<file path="src/rtl/sync_fifo_param.sv">
// sync_fifo_param: single-clock parametrised FIFO with programmable thresholds,
// occupancy count, sticky overflow/underflow flags and optional
// first-word-fall-through read mode (enabled by defining FWFT_EN).
module sync_fifo_param #(
    parameter int DATA_WIDTH = 8,
    parameter int DEPTH      = 16,
    parameter int ADDR_WIDTH = 4,
    parameter int AF_THRESH  = 12,
    parameter int AE_THRESH  = 2
) (
    input  logic                  clk,
    input  logic                  rst_n,
    input  logic                  wr_en,
    input  logic [DATA_WIDTH-1:0] din,
    input  logic                  rd_en,
    output logic [DATA_WIDTH-1:0] dout,
    output logic                  dout_valid,
    output logic                  full,
    output logic                  empty,
    output logic                  almost_full,
    output logic                  almost_empty,
    output logic [ADDR_WIDTH:0]   count,
    output logic                  overflow,
    output logic                  underflow
);
    localparam logic [ADDR_WIDTH:0] FULL_CNT = (ADDR_WIDTH+1)'(DEPTH);
    localparam logic [ADDR_WIDTH:0] AF_CNT   = (ADDR_WIDTH+1)'(AF_THRESH);
    localparam logic [ADDR_WIDTH:0] AE_CNT   = (ADDR_WIDTH+1)'(AE_THRESH);
    logic [DATA_WIDTH-1:0] mem [DEPTH];
    logic [ADDR_WIDTH:0]   wr_ptr, rd_ptr, count_nxt;
    logic                  wr_acc, rd_acc;
    // acceptance: a pop frees a slot so a write into a full FIFO still lands
    always_comb begin
        rd_acc    = rd_en & ~empty;
        wr_acc    = wr_en & (~full | rd_acc);
        count_nxt = count + {{ADDR_WIDTH{1'b0}}, wr_acc} - {{ADDR_WIDTH{1'b0}}, rd_acc};
    end
    // storage array, deliberately not reset
    always_ff @(posedge clk) begin
        if (rst_n && wr_acc)
            mem[wr_ptr[ADDR_WIDTH-1:0]] <= din;
    end
    // pointers, occupancy, registered flags and sticky error flags
    always_ff @(posedge clk) begin
        if (!rst_n) begin
            wr_ptr       <= '0;
            rd_ptr       <= '0;
            count        <= '0;
            full         <= 1'b0;
            empty        <= 1'b1;
            almost_full  <= 1'b0;
            almost_empty <= 1'b1;
            overflow     <= 1'b0;
            underflow    <= 1'b0;
        end else begin
            wr_ptr       <= wr_ptr + {{ADDR_WIDTH{1'b0}}, wr_acc};
            rd_ptr       <= rd_ptr + {{ADDR_WIDTH{1'b0}}, rd_acc};
            count        <= count_nxt;
            full         <= count_nxt == FULL_CNT;
            empty        <= count_nxt == '0;
            almost_full  <= count_nxt >= AF_CNT;
            almost_empty <= count_nxt <= AE_CNT;
            overflow     <= overflow | (wr_en & ~wr_acc);
            underflow    <= underflow | (rd_en & empty);
        end
    end
`ifdef FWFT_EN
    assign dout       = empty ? '0 : mem[rd_ptr[ADDR_WIDTH-1:0]];
    assign dout_valid = ~empty;
`else
    // registered read port: one-cycle latency, dout holds between pops
    always_ff @(posedge clk) begin
        if (!rst_n) begin
            dout       <= '0;
            dout_valid <= 1'b0;
        end else begin
            dout       <= rd_acc ? mem[rd_ptr[ADDR_WIDTH-1:0]] : dout;
            dout_valid <= rd_acc;
        end
    end
`endif
endmodule

</file>
<file path="config.mk">
export PLATFORM = sky130hd
export DESIGN_NAME = sync_fifo_param
export DESIGN_NICKNAME = d
export VERILOG_FILES = /design/src/rtl/sync_fifo_param.sv
export SDC_FILE = /design/constraint.sdc
export NUM_CORES = 1
export LEC_CHECK = 0
export BUFFER_PORTS_ARGS = -buffer_cell sky130_fd_sc_hd__buf_2
export CORE_ASPECT_RATIO = 0.8
export CORE_MARGIN = 2
export CORE_UTILIZATION = 65
export DETAILED_ROUTE_END_ITERATION = 8
export GPL_ROUTABILITY_DRIVEN = 0
export PLACE_DENSITY = 0.84
export SYNTH_ARGS = -nofsm -noshare
export SYNTH_HDL_FRONTEND = slang
export SYNTH_SLANG_ARGS = --single-unit
export TNS_END_PERCENT = 50
</file>
<file path="constraint.sdc">
create_clock -name clk -period 6.3 [get_ports clk]
set_clock_uncertainty 0.2 [all_clocks]
set_input_delay 1.26 -clock clk [delete_from_list [all_inputs] [get_ports clk]]
set_output_delay 1.26 -clock clk [all_outputs]
set_load 0.005 [all_outputs]
</file>
==> results.tsv, run 1 <==
metric	value	unit
status	finished with violations	
violations	design-rule violations	
pin_count	32	
syn_area_per_cell	18.1	sq um
switching_share	0.249	
pwr-share-comb	0.151	
htree_levels	4	
finalPower	2.61	mW
crit_fanout	6	
clock_sinks	156	
die_h	91.1	microns
io_buffers	31	
fillCellCount	494	
crit_arrival	3.74	ns
setup_slack	2.68	ns
stdcell_count	506	
yosys.area.top_type	edfxtp_1	
synth-seq-cells	156	
cp_slowest_cell	fa_1	
met3_usage	0.0661	
use_met2	0.391	
cts.path.max_buffers	2	
clockRootBuffer	clkbuf_16	
p_leak	2.36	nW
ir_drop	300	uV
power_density	375	nW/um^2
synthArstFlopShare	0	
start_util	0.674	
worst_pin_slew	0.945	ns
reg2reg_setup_slack	3.18	ns
drive_above_1_share	0.202	
grt_use_met1	0.376	
antenna_found_initial	0	
cap_violations	0	
grtUsageTotal	0.261	
place_inst	474	
ctsResizeCount	0	
whs_endpoint	dout[2]	
cts_made_buffers	17	
cp_slowest_stage_delay	0.41	ns
drt_iter0_drc	552	
avgRoutedWirePerCell	24.2	microns
grt_pass1_vias	3188	
grt-ovfl-total	0	
hold_violations	0	
synth_edf_count	128	
synth-seq-area-share	0.714	
synth.yosys.warnings	0	
setup_viol_count_final	0	
wl	12.2	mm
syn_to_final_growth	12.8	%
grt_pass1_wl	18.9	mm
holdPathStages	2	
core_area	9150	sq um
post-dp-hpwl	7.26	mm
period_share	0.575	
post-cts-setup-buffer-count	0	
rows	31	
crit_chain	buf_2 > nand2b_1 > a21boi_2 > inv_1 > ha_1 > inv_1 > ha_1 > fa_1 > a21o_1 > a21oi_1 > xnor2_1 > nor4bb_1	
drc_errors	2	
dr.pass1.iters	7	
min-delay-start	dout[2]	
r2r-end	full	
fp.dieW	113	microns
max_slew_margin	0.367	
multi_input_area	1610	sq um
dieArea	10300	sq um
num_vias	3263	
synth.area.top_cells	edfxtp_1, dfxtp_1, mux4_1	
fmax	276	MHz
insertion_delay	0.42	ns
synth_area	6170	sq um
p_int	1.96	mW
drv_slew	0	
r2r-start	empty	
antenna_left	0	
start_kind	input port	
p_sw	0.648	mW
cts_hold_buf	0	
pwr-share-clk	0.378	
finish.utilization	0.760	
place_ws	2.28	ns
busiest_layer	met2	
antennaDiodeCount	0	
power_frac_seq	0.470	
post-route-min-period	3.62	ns
clkTransAtPathRegs	0.06	ns
routed_via_density	6.45	
synth_top_area_share	0.623	
synth.distinct_cells	38	
path_class	in -> reg	
grt_max_degree	27	
syn_nets	362	
worst_ep_required_time	6.41	ns
setup_tns	0	ns
seqCellArea	4410	sq um
rsz0062_at_grt	false	
postSynthCellCount	340	
ff2ff_path_depth	11	
cts_tree	built	
hold_path.class	reg -> reg	
end_kind	register	
dominantRegCellSynth	edfxtp_1	
nets	400	
-- cell families after synthesis --
logic type / after synthesis / synth area share
buffers and inverters: 25 / 0.0252
AOI/OAI and AO/OA: 35 / 0.0420
DFF: 156 / 0.714
xor gates and xnor gates: 8 / 0.0114
muxes: 48 / 0.134
adders and majority gates: 10 / 0.0215
and+or+nand+nor: 58 / 0.0515
-- synth_stat cells (all sizes together), types with 2 or more instances --
cell,instances
ha,9
xnor2,5
dfxtp,28
o211ai,16
nand2,11
edfxtp,128
mux2i,24
and2,16
a21boi,2
o31ai,2
clkbuf,5
nor2b,3
nor3,4
buf,12
a21oi,3
nor2,12
a22oi,7
nand3,2
a21o,3
nand4b,2
xor2,3
mux4,24
inv,7
nand2b,3
-- worst max-delay path, delay by kind of cell --
kind | cells | cell delay [ns]
AOI/OAI and AO/OA | 3 | 0.64
xor gates and xnor gates | 1 | 0.23
adders and majority gates | 3 | 0.90
buffers and inverters | 3 | 0.22
and+or+nand+nor | 2 | 0.50
-- worst max path at each step --
stage / startpoint / end / slack, ns / depth (start not counted)
floorplan: rd_en / full / 2.71 / 11
global placement: rd_en / full / 2.46 / 12
detailed placement: rd_en / full / 2.28 / 12
CTS: rd_en / full / 2.70 / 12
global route: rd_en / full / 2.48 / 12
finish: rd_en / full / 2.68 / 12
-- flip-flops by register name, indices dropped and copies added (netlist names) --
register      cells
almost_empty      1
almost_full       1
count             5
dout              8
dout_valid        1
empty             1
full              1
mem             128
overflow          1
rd_ptr            4
underflow         1
wr_ptr            4
-- power groups by stage --
stage	logic [mW]	registers [mW]	clock network, mW
floorplan	0.296	1.22	0
global placement	0.366	1.24	0
detailed placement	0.381	1.25	0
CTS	0.391	1.23	0.991
global route	0.426	1.23	1.04
finish	0.394	1.23	0.986
-- layout make-up --
type                    count  area share
clock buffers              22      0.0653
clock inverters            10      0.0169
inverters                   7     0.00378
multi-input cells         159       0.231
flip-flops and latches    156       0.633
well taps                 115      0.0207
repair buffers             37      0.0288
-- layer usage --
layer / up-vias / wire length [microns]
met5: - / 0
met4: 0 / 233
met3: 27 / 1120
met2: 173 / 5760
met1: 1640 / 5110
li1: 1423 / -
-- placed cells by master, fill, tap and decap left out, types with 4 or more instances in the layout --
cell type  Yosys  layout
mux2i_1       24      24
o211ai_1      16      16
nand2_1       11      11
dfxtp_1       28      27
mux4_2        11      11
clkbuf_16      0      17
ha_1           9       9
edfxtp_1     128     128
mux4_1        13      13
buf_4          2       6
clkbuf_1       5       4
nor2_1        12      12
buf_2          2      31
and2_1        16      16
inv_1          7       7
a22oi_1        7       7
xnor2_1        5       5
nor3_1         4       4
-- metrics by stage --
step | area [sq um] | hold WS [ns]
after floorplan | 6170 | 0.267
after global placement | 6380 | 0.249
after detailed placement | 6380 | 0.264
after CTS | 6960 | 0.277
after global routing | 6960 | 0.305
final | 6960 | 0.271
Note: power is estimated with default switching activity, not from simulation.
==> run 2, diff against run 1 <==
CORE_UTILIZATION = 60   (was 65)
PLACE_DENSITY = 0.78   (was 0.84)
clock period = 3.8 ns   (was 6.3 ns; I/O delays follow)
==> run 2 against run 1 <==
  * The flow now finishes without violations
  * Register-to-register slack worse by 2.4 ns
  * Largest cell class unchanged
  * Cell area increased by 1.0%
  * Sequential share of layout area decreased by 0.65 points
==> results.tsv, run 2 (same netlist as run 1, synthesis figures left out) <==
metric	value	unit
r2r-end	full	
switching_share	0.239	
clkTransAtPathRegs	0.06	ns
power_frac_seq	0.472	
power_density	614	nW/um^2
stdcell_area	7030	sq um
status	completed	
fillCellCount	645	
clock_sinks	156	
wl	11.3	mm
post-route-min-period	3.00	ns
grt_pass1_vias	3131	
crit_fanout	6	
die_h	94.7	microns
post-cts-setup-buffer-count	0	
avgRoutedWirePerCell	21.2	microns
num_vias	3098	
drive_above_1_share	0.213	
p_int	3.28	mW
antenna_found_initial	0	
whs_endpoint	dout[5]	
pwr-share-comb	0.144	
cp_slowest_stage_delay	0.40	ns
finalPower	4.31	mW
path_class	reg -> reg	
insertion_delay	0.42	ns
max_slew_margin	0.344	
pin_count	32	
cap_violations	0	
min-delay-start	dout[5]	
fp.dieW	117	microns
dieArea	11100	sq um
setup_viol_count_final	0	
reg2reg_setup_slack	0.80	ns
hold_path.class	reg -> reg	
path_delay_family	adder cells	
placed_area	6450	sq um
crit_chain	nand2b_1 > a21boi_2 > inv_1 > ha_1 > inv_1 > ha_1 > fa_1 > a21o_1 > a21oi_1 > xnor2_1 > nor4bb_1	
rsz0062_at_grt	false	
syn_to_final_growth	14.0	%
pwr-share-clk	0.384	
rows	33	
fmax	334	MHz
crit_arrival	3.13	ns
worst_pin_slew	0.983	ns
nets	404	
cts_hold_buf	0	
period_share	0.789	
setup_tns	0	ns
place_ws	0.376	ns
start_util	0.610	
final_cell_mix	edfxtp_1, buf_2, dfxtp_1	
clockRootBuffer	clkbuf_16	
setup_slack	0.802	ns
htree_levels	4	
cp_slowest_cell	fa_1	
p_leak	2.38	nW
crit_buf_inv	2	
grt_max_degree	31	
io_buffers	31	
worst_ep_required_time	3.93	ns
post-dp-hpwl	7.22	mm
routed_via_density	5.79	
ff2ff_path_depth	11	
core_area	10100	sq um
largest_reg_flops	128	
drc_errors	0	
start_kind	register	
cts_made_buffers	17	
grt-ovfl-total	0	
dr.pass1.iters	4	
cts_tree	built	
drt_iter0_drc	246	
grtUsageTotal	0.223	
hold_violations	0	
layout_commonest_cell	edfxtp_1	
ctsResizeCount	0	
p_sw	1.03	mW
grt_pass1_wl	17.6	mm
ir_drop	569	uV
antenna_left	0	
drv_slew	0	
r2r-start	empty	
holdPathStages	2	
cts.path.max_buffers	2	
end_kind	register	
antennaDiodeCount	0	
==> run 2: cell type report <==
class / instances / area (sq um) / share of cell area
flip-flops and latches: 156 / 4410 / 0.627
multi-input cells: 159 / 1610 / 0.229
clock buffers: 19 / 433 / 0.0616
repair buffers: 41 / 230 / 0.0328
well taps: 140 / 175 / 0.0249
clock inverters: 13 / 150 / 0.0214
inverters: 7 / 26.3 / 0.00374
==> run 2: worst max-delay path by stage <==
stage,from,to,slack (ns),depth (start not counted)
global placement,rd_en,full,0.46,12
global route,empty,full,0.58,11
CTS,empty,full,0.80,11
finish,empty,full,0.80,11
detailed placement,rd_en,full,0.38,12
floorplan,rd_en,full,0.71,11
==> run 2: metal layers <==
| metal | part of all wire | global-route usage |
|---|---|---|
| met5 | 0 | 0 |
| met4 | 0.0097 | 0.0944 |
| met3 | 0.045 | 0.0610 |
| met2 | 0.49 | 0.354 |
| met1 | 0.45 | 0.297 |
==> run 2: power by group through the flow <==
stage / logic (mW) / clock network, mW / registers, mW
6_report: 0.619 / 1.66 / 2.04
5_1_grt: 0.682 / 1.76 / 2.05
4_1_cts: 0.623 / 1.68 / 2.04
3_5_place_dp: 0.620 / 0 / 2.07
3_3_place_gp: 0.599 / 0 / 2.07
2_1_floorplan: 0.491 / 0 / 2.03
==> run 2: worst register-to-register path, delay by kind of cell, from the launching register on <==
family                     cells  cell delay [ns]
buffers and inverters          2             0.12
xor gates and xnor gates       1             0.24
AOI/OAI and AO/OA              3             0.62
adders and majority gates      3             0.87
DFF                            1             0.34
and+or+nand+nor                2             0.53
==> run 2: metrics by stage <==
stage / hold WS, ns / utilization / instances
CTS: 0.274 / 0.695 / 535
global route: 0.311 / 0.695 / 535
finish: 0.269 / 0.695 / 535
global placement: 0.250 / 0.637 / 503
floorplan: 0.267 / - / 340
detailed placement: 0.260 / 0.637 / 503
